$ cat src/rtl/mem_port_arbiter_if.sv
// Signal bundle between mem_port_arbiter, its fetch and data requesters, and the shared memory.
// The arbiter takes the slave modport; the surrounding environment takes the master modport.
interface mem_port_arbiter_if;
  logic        if_req;
  logic [31:0] if_addr;
  logic [31:0] if_rdata;
  logic        if_ack;
  logic        me_req;
  logic        me_we;
  logic [31:0] me_addr;
  logic [31:0] me_wdata;
  logic [31:0] me_rdata;
  logic        me_ack;
  logic        mem_valid;
  logic        mem_we;
  logic [31:0] mem_addr;
  logic [31:0] mem_wdata;
  logic [31:0] mem_rdata;
  logic        mem_ready;
  logic        stall;
  logic        timeout_err;

  modport slave (
    input  if_req, if_addr, me_req, me_we, me_addr, me_wdata, mem_rdata, mem_ready,
    output if_rdata, if_ack, me_rdata, me_ack, mem_valid, mem_we, mem_addr, mem_wdata,
           stall, timeout_err
  );

  modport master (
    output if_req, if_addr, me_req, me_we, me_addr, me_wdata, mem_rdata, mem_ready,
    input  if_rdata, if_ack, me_rdata, me_ack, mem_valid, mem_we, mem_addr, mem_wdata,
           stall, timeout_err
  );
endinterface

$ cat src/rtl/mem_port_arbiter.sv
// Arbitrates a fetch port and a data port onto one shared memory port with a wait-state timeout.
// Define MEM_ARB_ROUND_ROBIN_EN for round-robin tie-breaking; default is fixed priority to the data port.
module mem_port_arbiter #(
  parameter int TIMEOUT_CYCLES = 255
) (
  input  logic              clock,
  input  logic              reset,
  mem_port_arbiter_if.slave bus
);
  typedef enum logic [1:0] {IDLE, BUSY_IF, BUSY_ME, ACK} state_t;

  localparam logic [8:0]  TO_LIMIT     = 9'(TIMEOUT_CYCLES);
  localparam logic [31:0] TIMEOUT_WORD = 32'hDEADBEEF;

  state_t      state_q, state_d;
  logic [7:0]  cnt_q, cnt_d;
  logic        mem_we_q, mem_we_d;
  logic [31:0] mem_addr_q, mem_addr_d;
  logic [31:0] mem_wdata_q, mem_wdata_d;
  logic [31:0] if_rdata_q, if_rdata_d;
  logic [31:0] me_rdata_q, me_rdata_d;
  logic        if_ack_q, if_ack_d;
  logic        me_ack_q, me_ack_d;
  logic        terr_q, terr_d;

  logic        any_req;
  logic        grant_me;
  logic        busy;
  logic        timed_out;
  logic        done;
  logic [31:0] result;

  assign any_req = bus.if_req | bus.me_req;
  assign busy    = (state_q == BUSY_IF) || (state_q == BUSY_ME);
  // cnt_q holds the stalled cycles already spent, so this cycle is stalled cycle cnt_q+1.
  assign timed_out = busy && !bus.mem_ready && (TO_LIMIT != 9'd0) &&
                     (({1'b0, cnt_q} + 9'd1) == TO_LIMIT);
  assign done   = busy && (bus.mem_ready || timed_out);
  assign result = bus.mem_ready ? bus.mem_rdata : TIMEOUT_WORD;

`ifdef MEM_ARB_ROUND_ROBIN_EN
  logic last_me_q, last_me_d;

  // On a tie the side not served last wins; ME counts as last out of reset so IF wins first.
  assign grant_me = bus.me_req && (!bus.if_req || !last_me_q);

  always_comb begin
    last_me_d = last_me_q;
    if ((state_q == IDLE) && any_req) last_me_d = grant_me;
  end

  always_ff @(posedge clock or negedge reset) begin
    if (!reset) last_me_q <= 1'b1;
    else        last_me_q <= last_me_d;
  end
`else
  assign grant_me = bus.me_req;
`endif

  always_ff @(posedge clock or negedge reset) begin
    if (!reset) state_q <= IDLE;
    else        state_q <= state_d;
  end

  always_comb begin
    state_d = state_q;
    case (state_q)
      IDLE:    if (any_req) state_d = grant_me ? BUSY_ME : BUSY_IF;
      BUSY_IF: if (done) state_d = ACK;
      BUSY_ME: if (done) state_d = ACK;
      default: state_d = IDLE;
    endcase
  end

  always_comb begin
    cnt_d       = cnt_q;
    mem_we_d    = mem_we_q;
    mem_addr_d  = mem_addr_q;
    mem_wdata_d = mem_wdata_q;
    if_rdata_d  = if_rdata_q;
    me_rdata_d  = me_rdata_q;
    if_ack_d    = 1'b0;
    me_ack_d    = 1'b0;
    terr_d      = terr_q | timed_out;
    case (state_q)
      IDLE: begin
        if (any_req) begin
          cnt_d       = 8'd0;
          mem_addr_d  = grant_me ? bus.me_addr : bus.if_addr;
          mem_we_d    = grant_me & bus.me_we;
          mem_wdata_d = grant_me ? bus.me_wdata : 32'h0;
        end
      end
      BUSY_IF: begin
        if (!bus.mem_ready) cnt_d = cnt_q + 8'd1;
        if (done) begin
          if_ack_d   = 1'b1;
          if_rdata_d = result;
        end
      end
      BUSY_ME: begin
        if (!bus.mem_ready) cnt_d = cnt_q + 8'd1;
        if (done) begin
          me_ack_d = 1'b1;
          if (!mem_we_q) me_rdata_d = result;
        end
      end
      default: ;
    endcase
  end

  always_ff @(posedge clock or negedge reset) begin
    if (!reset) begin
      cnt_q       <= 8'd0;
      mem_we_q    <= 1'b0;
      mem_addr_q  <= 32'h0;
      mem_wdata_q <= 32'h0;
      if_rdata_q  <= 32'h0;
      me_rdata_q  <= 32'h0;
      if_ack_q    <= 1'b0;
      me_ack_q    <= 1'b0;
      terr_q      <= 1'b0;
    end else begin
      cnt_q       <= cnt_d;
      mem_we_q    <= mem_we_d;
      mem_addr_q  <= mem_addr_d;
      mem_wdata_q <= mem_wdata_d;
      if_rdata_q  <= if_rdata_d;
      me_rdata_q  <= me_rdata_d;
      if_ack_q    <= if_ack_d;
      me_ack_q    <= me_ack_d;
      terr_q      <= terr_d;
    end
  end

  // mem_valid follows the state directly so it drops the instant reset asserts.
  assign bus.mem_valid   = busy;
  assign bus.mem_we      = mem_we_q;
  assign bus.mem_addr    = mem_addr_q;
  assign bus.mem_wdata   = mem_wdata_q;
  assign bus.if_rdata    = if_rdata_q;
  assign bus.me_rdata    = me_rdata_q;
  assign bus.if_ack      = if_ack_q;
  assign bus.me_ack      = me_ack_q;
  assign bus.timeout_err = terr_q;
  assign bus.stall       = (bus.if_req & ~if_ack_q) | (bus.me_req & ~me_ack_q);
endmodule

$ cat src/flat_wrapper.sv
// flat-port wrapper written by rule: the top's interface ports become plain ports
module mem_port_arbiter_flat 
#(
  parameter int TIMEOUT_CYCLES = 255
)
  (clock, reset, bus_if_req, bus_if_addr, bus_me_req, bus_me_we, bus_me_addr, bus_me_wdata, bus_mem_rdata, bus_mem_ready, bus_if_rdata, bus_if_ack, bus_me_rdata, bus_me_ack, bus_mem_valid, bus_mem_we, bus_mem_addr, bus_mem_wdata, bus_stall, bus_timeout_err);
  mem_port_arbiter_if bus_i ();
  input  logic clock;
  input  logic reset;
  input wire logic [$bits(bus_i.if_req)-1:0] bus_if_req;
  input wire logic [$bits(bus_i.if_addr)-1:0] bus_if_addr;
  input wire logic [$bits(bus_i.me_req)-1:0] bus_me_req;
  input wire logic [$bits(bus_i.me_we)-1:0] bus_me_we;
  input wire logic [$bits(bus_i.me_addr)-1:0] bus_me_addr;
  input wire logic [$bits(bus_i.me_wdata)-1:0] bus_me_wdata;
  input wire logic [$bits(bus_i.mem_rdata)-1:0] bus_mem_rdata;
  input wire logic [$bits(bus_i.mem_ready)-1:0] bus_mem_ready;
  output wire logic [$bits(bus_i.if_rdata)-1:0] bus_if_rdata;
  output wire logic [$bits(bus_i.if_ack)-1:0] bus_if_ack;
  output wire logic [$bits(bus_i.me_rdata)-1:0] bus_me_rdata;
  output wire logic [$bits(bus_i.me_ack)-1:0] bus_me_ack;
  output wire logic [$bits(bus_i.mem_valid)-1:0] bus_mem_valid;
  output wire logic [$bits(bus_i.mem_we)-1:0] bus_mem_we;
  output wire logic [$bits(bus_i.mem_addr)-1:0] bus_mem_addr;
  output wire logic [$bits(bus_i.mem_wdata)-1:0] bus_mem_wdata;
  output wire logic [$bits(bus_i.stall)-1:0] bus_stall;
  output wire logic [$bits(bus_i.timeout_err)-1:0] bus_timeout_err;
  assign bus_i.if_req = bus_if_req;
  assign bus_i.if_addr = bus_if_addr;
  assign bus_i.me_req = bus_me_req;
  assign bus_i.me_we = bus_me_we;
  assign bus_i.me_addr = bus_me_addr;
  assign bus_i.me_wdata = bus_me_wdata;
  assign bus_i.mem_rdata = bus_mem_rdata;
  assign bus_i.mem_ready = bus_mem_ready;
  assign bus_if_rdata = bus_i.if_rdata;
  assign bus_if_ack = bus_i.if_ack;
  assign bus_me_rdata = bus_i.me_rdata;
  assign bus_me_ack = bus_i.me_ack;
  assign bus_mem_valid = bus_i.mem_valid;
  assign bus_mem_we = bus_i.mem_we;
  assign bus_mem_addr = bus_i.mem_addr;
  assign bus_mem_wdata = bus_i.mem_wdata;
  assign bus_stall = bus_i.stall;
  assign bus_timeout_err = bus_i.timeout_err;
  mem_port_arbiter #(.TIMEOUT_CYCLES(TIMEOUT_CYCLES)) u_core (.clock(clock), .reset(reset), .bus(bus_i));
endmodule
$ cat config.mk
export PLATFORM = sky130hd
export DESIGN_NAME = mem_port_arbiter_flat
export DESIGN_NICKNAME = d
export VERILOG_FILES = /design/src/rtl/mem_port_arbiter_if.sv /design/src/rtl/mem_port_arbiter.sv /design/src/flat_wrapper.sv
export SDC_FILE = /design/constraint.sdc
export NUM_CORES = 1
export LEC_CHECK = 0
export CORE_UTILIZATION = 42
export CTS_CLUSTER_SIZE = 25
export DETAILED_ROUTE_END_ITERATION = 7
export PLACE_DENSITY = 0.8
export SLEW_MARGIN = 5
export SYNTH_ARGS = -nofsm -noshare
export SYNTH_HDL_FRONTEND = slang
export SYNTH_SLANG_ARGS = --single-unit
$ cat constraint.sdc
create_clock -name clock -period 2.4 [get_ports clock]
set_clock_uncertainty 0.1 [all_clocks]
set_input_delay 0.48 -clock clock [delete_from_list [all_inputs] [get_ports clock]]
set_output_delay 0.48 -clock clock [all_outputs]
set_load 0.005 [all_outputs]
Yosys cells after proc, flatten, opt, wreduce, memory -nomap -nowiden
Cells that the tools add are included.
W data, S select, Z words.
{"block": "op_classes", "n_addsub": 2, "multipliers": 0, "n_div": 0, "order_cmp": 0, "eq_ne": 6, "shifts": 0, "muxes": 13, "bitwise": 9, "reduce_logical": 14}
{"operator": "$mux W32", "count": 3}
{"operator": "$mux W8", "count": 2}
{"operator": "$pmux W8 S2", "count": 1}
{"operator": "$add A8 B1 Y9 const B", "count": 1}
{"operator": "$eq A9 B8 Y1 const B", "count": 1}
{"operator": "$add A8 B1 Y8 const B", "count": 1}
{"operator": "$mux W2", "count": 3}
{"operator": "$reduce_and A2 Y1", "count": 3}
{"operator": "$reduce_and A3 Y1", "count": 2}
{"operator": "$ne A2 B1 Y1 const B", "count": 2}
{"operator": "$pmux W2 S2", "count": 1}
{"operator": "$and A1 B1 Y1", "count": 3}
{"operator": "$logic_and A1 B1 Y1", "count": 3}
{"operator": "$mux W1", "count": 3}
{"operator": "$not A1 Y1", "count": 3}
{"operator": "$or A1 B1 Y1", "count": 3}
{"operator": "$eq A2 B1 Y1 const B", "count": 1}
{"operator": "$eq A2 B2 Y1 const B", "count": 1}
{"operator": "$logic_not A2 Y1", "count": 1}
{"operator": "$logic_or A1 B1 Y1", "count": 2}
{"operator": "$ne A2 B2 Y1 const B", "count": 1}
{"operator": "$reduce_bool A2 Y1", "count": 1}
{"operator": "$reduce_or A2 Y1", "count": 1}
{"operator": "$logic_not A1 Y1", "count": 1}
{"block": "totals", "register_bits": 142, "latchBits": 0, "mem_bits_rw": 0, "rom_bits": 0, "in_bits": 134, "output_inout_bits": 134, "memories": 0}

Longest topological paths before layout
Gate-level depths: netlist of run 1.
{"block": "logic_depth", "ltp_word": 8, "depth_mapped": 9, "depth_no_buf": 7}

Worst setup path before layout of run 1
OpenSTA, ideal clock, no wires.
{"block": "synth_path", "path_kind": "register -> register", "from": "register u_core.state_q[0]", "to": "register u_core.me_rdata_q[0] (netlist: u_core.bus.me_rdata[0])", "arrival_ps": 1848, "required_time_ps": 2173, "setup_slack_ps": 325, "stages_incl_launch_ff": 8, "n_path_buf": 2, "period_less_slack_ps": 2075, "path_cell_list": "dfrtp_1 inv_1 ha_1 buf_2 nand3_1 buf_1 mux2i_1 nand2_1"}
{"block": "synth_between", "elab_chain_len": 7, "word_cells_on_any_way": 8, "cone_classes": "2 x eq/ne; 6 x reduce/logical"}
{"item": "start: declaration", "line_no": "mem_port_arbiter.sv:15", "text": "state_t state_q, state_d;"}
{"item": "start signal: assignment", "line_no": "mem_port_arbiter.sv:62", "text": "else state_q <= state_d;"}
{"item": "$eq A2 B1 Y1 or $eq A2 B2 Y1 (tied branches)", "line_no": "mem_port_arbiter.sv:34", "text": "assign busy = (state_q == BUSY_IF) || (state_q == BUSY_ME);"}
{"item": "$logic_or A1 B1 Y1 *", "line_no": "mem_port_arbiter.sv:34"}
{"item": "named net bus_mem_valid", "line_no": "flat_wrapper.sv:22", "text": "output wire logic [$bits(bus_i.mem_valid)-1:0] bus_mem_valid;"}
{"item": "$logic_and A1 B1 Y1 (2 in a row)", "line_no": "mem_port_arbiter.sv:36", "text": "assign timed_out = busy && !bus.mem_ready && (TO_LIMIT != 9'd0) &&"}
{"item": "$logic_or A1 B1 Y1", "line_no": "mem_port_arbiter.sv:38", "text": "assign done = busy && (bus.mem_ready || timed_out);"}
{"item": "$logic_and A1 B1 Y1 *", "line_no": "mem_port_arbiter.sv:38"}
{"item": "$reduce_and A3 Y1 (no source line) *"}
{"item": "end signal: assignment", "line_no": "mem_port_arbiter.sv:129", "text": "me_rdata_q <= me_rdata_d;"}
{"item": "end: declaration", "line_no": "mem_port_arbiter.sv:21", "text": "logic [31:0] me_rdata_q, me_rdata_d;"}
The timed path passes the listed nets; every way through them passes the cells marked *.
A chain may end at the register's enable or synchronous reset.

Worst setup path in the final report of run 1
{"block": "layout_path", "from": "register u_core.state_q[1]", "to": "output bus_mem_valid"}
{"block": "layout_between", "elab_chain_len": 2, "word_cells_on_any_way": 3, "cone_classes": "2 x eq/ne; 1 x reduce/logical"}
{"item": "$eq A2 B1 Y1 or $eq A2 B2 Y1 (tied branches)", "line_no": "mem_port_arbiter.sv:34"}
{"item": "$logic_or A1 B1 Y1 *", "line_no": "mem_port_arbiter.sv:34"}
{"item": "end: declaration", "line_no": "flat_wrapper.sv:22"}
Every way passes the cells marked *; elsewhere a longest branch is shown, timed or not.

==> key figures, run 1 <==
Status
  • Status: complete, no violations

Clocking
  • H-tree levels: 4
  • Max Root-Sink Buffers: 2
  • Clk pin slew, worst setup/hold paths: 0.06 ns
  • Clock root cell: clkbuf_16
  • Num CTS Buffers: 17
  • Worst-Skew Late Latency: 0.41 ns
  • Clk sinks: 142
  • TritonCTS clock tree: done

Timing
  • Crit share post-route: 97.1%
  • Worst slew margin: 64.2%
  • Final setup TNS: 0 ns
  • RSZ-0062 raised after global routing: no
  • Clock period minus worst slack: 2.33 ns
  • Max Clock Freq: 429 MHz
  • Final Hold Viols: 0
  • Final Slew Violations: 0
  • Measured slew at the worst slew-check pin: 0.536 ns
  • WHS: 0.367 ns
  • Setup violations, final: 0

Drt
  • Routed vias: 5337
  • WL/cell: 17.5 um
  • Post-DRT Antenna Nets: 0
  • Drt via density: 5.26
  • Final WL: 17.8 mm
  • Drt pass-1 iters: 5
  • Starting DRC count in detailed routing: 324
  • DRC violations left: 0

Synthesis
  • Synth Area per Inst: 11.0 um2
  • Synth Cell Area: 6110 um2
  • Top-count cell post-synth: dfrtp_1
  • Mapped Cells: 556
  • Top cell type's share of synthesized area: 58.1%
  • Yosys warns: 0
  • Top cells by count, synth: dfrtp_1 (142), nand2_1 (67), mux2i_1 (65)
  • Yosys reg bits: 142
  • Ys flop type: dfrtp_1
  • Yosys top cell by area: dfrtp_1
  • Synth top area cells: dfrtp_1 (58%), mux2i_1 (11%), a22o_1 (4.7%)
  • Post-synth EDFFs: 0
  • Post-synthesis cell type count: 40
  • Seq/Total Area, Yosys: 58.1%
  • Ys async rst share: 100%
  • Net count after synthesis: 696

Pwr
  • Leakage power: 4.51 nW
  • Peak VDD IR: 610 uV
  • Power per cell area: 1210 nW/um2

Floorplanning
  • Die H: 123 um
  • Die Span X: 123 um
  • Rows: 43
  • Initial core utilization: 43.5%
  • Die Footprint: 15000 um2
  • CORE AREA: 14000 um2
  • IO Pins: 268

Setup path
  • CP Buf/Inv Count: 2
  • Crit-path cells: inv_1 > ha_4 > clkdlybuf4s50_1
  • Top cell family by delay on the critical path: buffers and inverters
  • CP arrival: 1.75 ns
  • Slowest stage delay, CP: 0.52 ns
  • CP Launch Type: flop
  • Worst setup EP type: primary output
  • Max FO, Critical Path: 7
  • WS Path Type: flop to primary output
  • Reg-to-reg slack, setup: 0.25 ns
  • Slowest CP cell: clkdlybuf4s50_1
  • Worst endpoint required time: 1.82 ns

Placed design
  • Placed Cells: 980
  • Port Buffers: 267
  • Final weighted congestion in routability-driven placement: 0.796
  • Post-DP HPWL: 13.3 mm

Global route
  • Largest net degree at the start of global routing: 83
  • Vias in the first global route: 5253
  • Grt ovf: 0
  • GRT Util Overall: 24.3%
  • Initial antenna violation count: 0
  • Global-route wire length before repair: 27.5 mm

Layout
  • P&R area growth vs syn: 58.3%
  • Final Non-Filler Cells: 1015
  • Nets@finish: 962
  • Share of cells above drive strength 1: 6.71%
  • Diodes inserted: 0

Run
  • Max-Cap Viols: 0

Hold path
  • Hold Crit Class: flop to flop
==> metal layers <==
metal | up-vias | GRT usage (%) | routed length, um
met5 | - | 0 | 0
met4 | 0 | 9.60 | 412
met3 | 31 | 7.06 | 1250
met2 | 227 | 41.1 | 9000
met1 | 2559 | 28.9 | 7130
li1 | 2520 | - | -
==> layout make-up <==
cell class / count / area [um2]
inverters: 6 / 22.5
fillers: 1016 / 4360
clock buffers: 22 / 464
repair buffers: 287 / 2880
multi-input cells: 368 / 2390
flip-flops and latches: 142 / 3550
well taps: 180 / 225
clock inverters: 10 / 138
==> cells in the final DEF, fill, tap and decap left out, types with 2 or more instances in the layout <==
| cell | synthesis | final |
|---|---|---|
| clkdlybuf4s50_1 | 0 | 265 |
| dfrtp_1 | 142 | 142 |
| nand2_1 | 67 | 67 |
| mux2i_1 | 65 | 65 |
| o21ai_0 | 49 | 49 |
| nor2_1 | 39 | 39 |
| a22o_1 | 33 | 33 |
| a21oi_1 | 28 | 28 |
| o22ai_1 | 25 | 25 |
| clkbuf_16 | 0 | 17 |
| buf_4 | 0 | 14 |
| nand2b_1 | 9 | 9 |
| a22oi_1 | 8 | 8 |
| inv_1 | 6 | 6 |
| ha_1 | 6 | 5 |
| buf_12 | 0 | 5 |
| and2_1 | 4 | 4 |
| nor2b_1 | 3 | 3 |
| a31oi_1 | 3 | 3 |
| and3_1 | 3 | 3 |
| a21o_1 | 3 | 3 |
| clkbuf_1 | 26 | 3 |
| clkinv_2 | 0 | 3 |
| bufinv_16 | 0 | 3 |
| nand3_1 | 3 | 2 |
| o31ai_1 | 2 | 2 |
| nand4_1 | 2 | 2 |
| clkbuf_8 | 0 | 2 |
| clkinvlp_4 | 0 | 2 |
| clkinv_4 | 0 | 2 |
==> state kept, by name, summed over array words and instances (netlist names) <==
name	flops
u_core.cnt_q	8
u_core.bus.timeout_err	1
u_core.bus.me_ack	1
u_core.bus.if_ack	1
u_core.bus.mem_wdata	32
u_core.state_q	2
u_core.bus.if_rdata	32
u_core.bus.mem_we	1
u_core.bus.me_rdata	32
u_core.bus.mem_addr	32
==> where the power goes <==
part / internal (W) / switching [W] / total [W]
registers: 0.00341 / 0.000674 / 0.00408
clock network: 0.00169 / 0.000979 / 0.00267
logic: 0.00295 / 0.00205 / 0.00501
total: 0.00805 / 0.00370 / 0.0118
==> worst reg2reg max path, stage by stage (launching register included) <==
cell       delay, ns
dfrtp_1         0.45
ha_1            0.30
a21oi_1         0.17
o2111ai_1       0.17
o31a_1          0.15
a221oi_2        0.33
mux2_1          0.36
==> logic make-up after synthesis <==
kind of cell             share of synthesized area, %
AO/OA/AOI/OAI                                    17.2
flip-flops                                       58.1
AND/OR/NAND/NOR                                  9.29
multiplexers                                     11.0
buffers and inverters                            3.17
adder cells (fa/ha/maj)                          1.23
==> timing repair <==
action	4_1_cts	5_1_grt
resized for setup	2	0
setup endpoints to repair	1	1
hold buffers	1	0
setup buffers	0	2
hold endpoints to repair	49	0
==> metrics by stage <==
stage               util, %  power, W  setup slack, ns  instance area (um2)
floorplan                 -   0.00609            0.325                 6110
global placement       64.4   0.00886           0.0736                 9040
detailed placement     64.4   0.00909           0.0726                 9040
CTS                    68.8    0.0118           0.0450                 9660
global route           68.9    0.0125          0.00359                 9680
finish                 68.9    0.0118           0.0691                 9680
==> final timing paths <==
check,from,depth (start not counted),endpoint
max,u_core.state_q[1],3,bus_mem_valid
min in group asynchronous,reset,2,u_core.bus.me_rdata[14]
max reg2reg,u_core.cnt_q[0],6,u_core.state_q[0]
min reg2reg,u_core.bus.timeout_err,1,u_core.bus.timeout_err
min,u_core.bus.timeout_err,1,u_core.bus.timeout_err
max in group asynchronous,reset,3,u_core.bus.if_rdata[23]
No activity file was read; power rests on OpenSTA's default activity.
==> run 2, diff against run 1 <==
Settings changed: RECOVER_POWER set to 50, REMOVE_ABC_BUFFERS set to 1.
==> key figures, run 2 (synthesis results as in run 1) <==
Status
  • Status: complete, no violations

Setup path
  • Max FO, Critical Path: 9 (+2)
  • Crit-path cells: inv_1 > ha_4 > clkdlybuf4s50_1
  • Top cell family by delay on the critical path: buffers and inverters
  • WS Path Type: flop to primary output
  • Slowest stage delay, CP: 0.51 ns (about the same)
  • CP Launch Type: flop
  • CP Buf/Inv Count: 2 (unchanged)
  • Worst endpoint required time: 1.82 ns (about the same)
  • Worst setup EP type: primary output
  • Slowest CP cell: clkdlybuf4s50_1
  • CP arrival: 1.74 ns (about the same)

Floorplanning
  • IO Pins: 268 (unchanged)
  • Die Footprint: 15000 um2 (unchanged)
  • Die Span X: 123 um (unchanged)
  • Die H: 123 um (unchanged)
  • CORE AREA: 14000 um2 (unchanged)
  • Rows: 43 (unchanged)
  • Initial core utilization: 43.5% (unchanged)

Placed design
  • Placed Cells: 981 (+0.10%)
  • Placement Cell Area: 9070 um2 (+0.36%)
  • Post-DP HPWL: 12.8 mm (-3.7%)
  • Final weighted congestion in routability-driven placement: 0.777 (-2.4%)
  • Port Buffers: 267 (unchanged)

Pwr
  • Sw power: 0.00363 W (-1.9%)
  • Leakage power: 4.48 nW (-0.82%)
  • Net switching share of the total power: 32.1% (+0.56 points)
  • Int Power: 0.00770 W (-4.4%)
  • Clock share of power: 20.4% (-2.3 points)
  • Comb pwr share: 43.6% (+1.0 points)
  • Peak VDD IR: 523 uV (-14%)
  • Power per cell area: 1180 nW/um2 (-2.5%)
  • Seq pwr share: 36.0% (+1.3 points)

Layout
  • Commonest non-fill, non-tap cells in the layout: clkdlybuf4s50_1 (263), dfrtp_1 (142), nand2_1 (67)
  • Share of cells above drive strength 1: 6.71% (+0.0080 points)
  • P&R area growth vs syn: 56.6%
  • Commonest non-fill, non-tap cell in the layout: clkdlybuf4s50_1
  • Post-layout instance area: 9570 um2 (-1.1%)
  • Diodes inserted: 0 (unchanged)
  • Nets@finish: 961 (-0.10%)
  • Core Util, Final: 68.2% (-0.76 points)
  • Final Non-Filler Cells: 1014 (-0.099%)

Clocking
  • Clk pin slew, worst setup/hold paths: 0.05 ns (about the same)
  • Clock root cell: clkbuf_16
  • Worst-Skew Late Latency: 0.41 ns (about the same)
  • H-tree levels: 4 (unchanged)
  • Clk sinks: 142 (unchanged)
  • Max Root-Sink Buffers: 2 (unchanged)
  • TritonCTS clock tree: done
  • Num CTS Buffers: 17 (unchanged)

Drt
  • Drt pass-1 iters: 5 (unchanged)
  • Drt via density: 5.25 (-0.15%)
  • Final WL: 17.2 mm (-3.4%)
  • Starting DRC count in detailed routing: 404 (+25%)
  • Post-DRT Antenna Nets: 0 (unchanged)
  • Routed vias: 5324 (-0.24%)
  • WL/cell: 17.0 um (-3.3%)
  • DRC violations left: 0 (unchanged)

Timing
  • WHS: 0.368 ns (+0.000676 ns)
  • RSZ-0062 raised after global routing: no
  • Worst slew margin: 9.30% (-55 points)
  • Crit share post-route: 96.8% (-0.28 points)
  • Measured slew at the worst slew-check pin: 1.36 ns (+0.824 ns)
  • Final Hold Viols: 0 (unchanged)
  • Final Slew Violations: 0 (unchanged)
  • Setup violations, final: 0 (unchanged)
  • Max Clock Freq: 430 MHz (+0.29%)
  • Clock period minus worst slack: 2.32 ns (-0.00682 ns)

Hold path
  • Hold Crit Class: flop to flop

Global route
  • GRT Util Overall: 23.8% (-0.51 points)
  • Global-route wire length before repair: 27.2 mm (-1.3%)
  • Grt ovf: 0 (unchanged)
  • Initial antenna violation count: 0 (unchanged)
  • Vias in the first global route: 5412 (+3.0%)
  • Largest net degree at the start of global routing: 58 (-30%)

Run
  • Max-Cap Viols: 0 (unchanged)
run 2: metrics by stage:
stage	total power, W	setup TNS (ns)	worst slack (ns)
floorplan	0.00600	-38.86	-0.562
global placement	0.00886	0	0.139
detailed placement	0.00910	0	0.0237
CTS	0.0115	0	0.0469
global route	0.0121	0	0.00338
finish	0.0113	0	0.0759
run 2: repair_timing:
item	CTS	global route
setup buffers	0	0
setup endpoints to repair	1	0
hold buffers	1	0
resized for setup	2	0
endpoints found under the hold margin	51	0
run 2: power groups by stage:
| stage | clock [W] | sequential [W] | combinational (W) |
|---|---|---|---|
| final | 0.00232 | 0.00408 | 0.00494 |
| after global routing | 0.00247 | 0.00421 | 0.00542 |
| after CTS | 0.00238 | 0.00408 | 0.00506 |
| after detailed placement | 0 | 0.00410 | 0.00500 |
| after global placement | 0 | 0.00405 | 0.00482 |
| after floorplan | 0 | 0.00408 | 0.00192 |
run 2: layer usage:
layer / track usage, % / part of all wire (%)
met4: 9.68 / 1.4
met1: 27.8 / 40
met5: 0 / 0
met3: 5.90 / 7.1
met2: 41.5 / 52
run 2: layout make-up:
| class | instances | area, um2 |
|---|---|---|
| multi-input cells | 368 | 2380 |
| clock inverters | 12 | 71.3 |
| clock buffers | 20 | 457 |
| inverters | 6 | 22.5 |
| flip-flops and latches | 142 | 3550 |
| fillers | 1029 | 4470 |
| well taps | 180 | 225 |
| repair buffers | 286 | 2860 |
run 2: worst paths after layout:
path | start | to | slack [ns] | depth (start not counted)
setup reg to reg | u_core.cnt_q[0] | u_core.state_q[0] | 0.21 | 6
max in group asynchronous | reset | u_core.bus.mem_wdata[5] | 0.31 | 3
setup / recovery | u_core.state_q[0] | bus_mem_valid | 0.08 | 3
min in group asynchronous | reset | u_core.bus.me_rdata[24] | 0.83 | 2
hold / removal | u_core.bus.timeout_err | u_core.bus.timeout_err | 0.37 | 1
hold reg to reg | u_core.bus.timeout_err | u_core.bus.timeout_err | 0.37 | 1
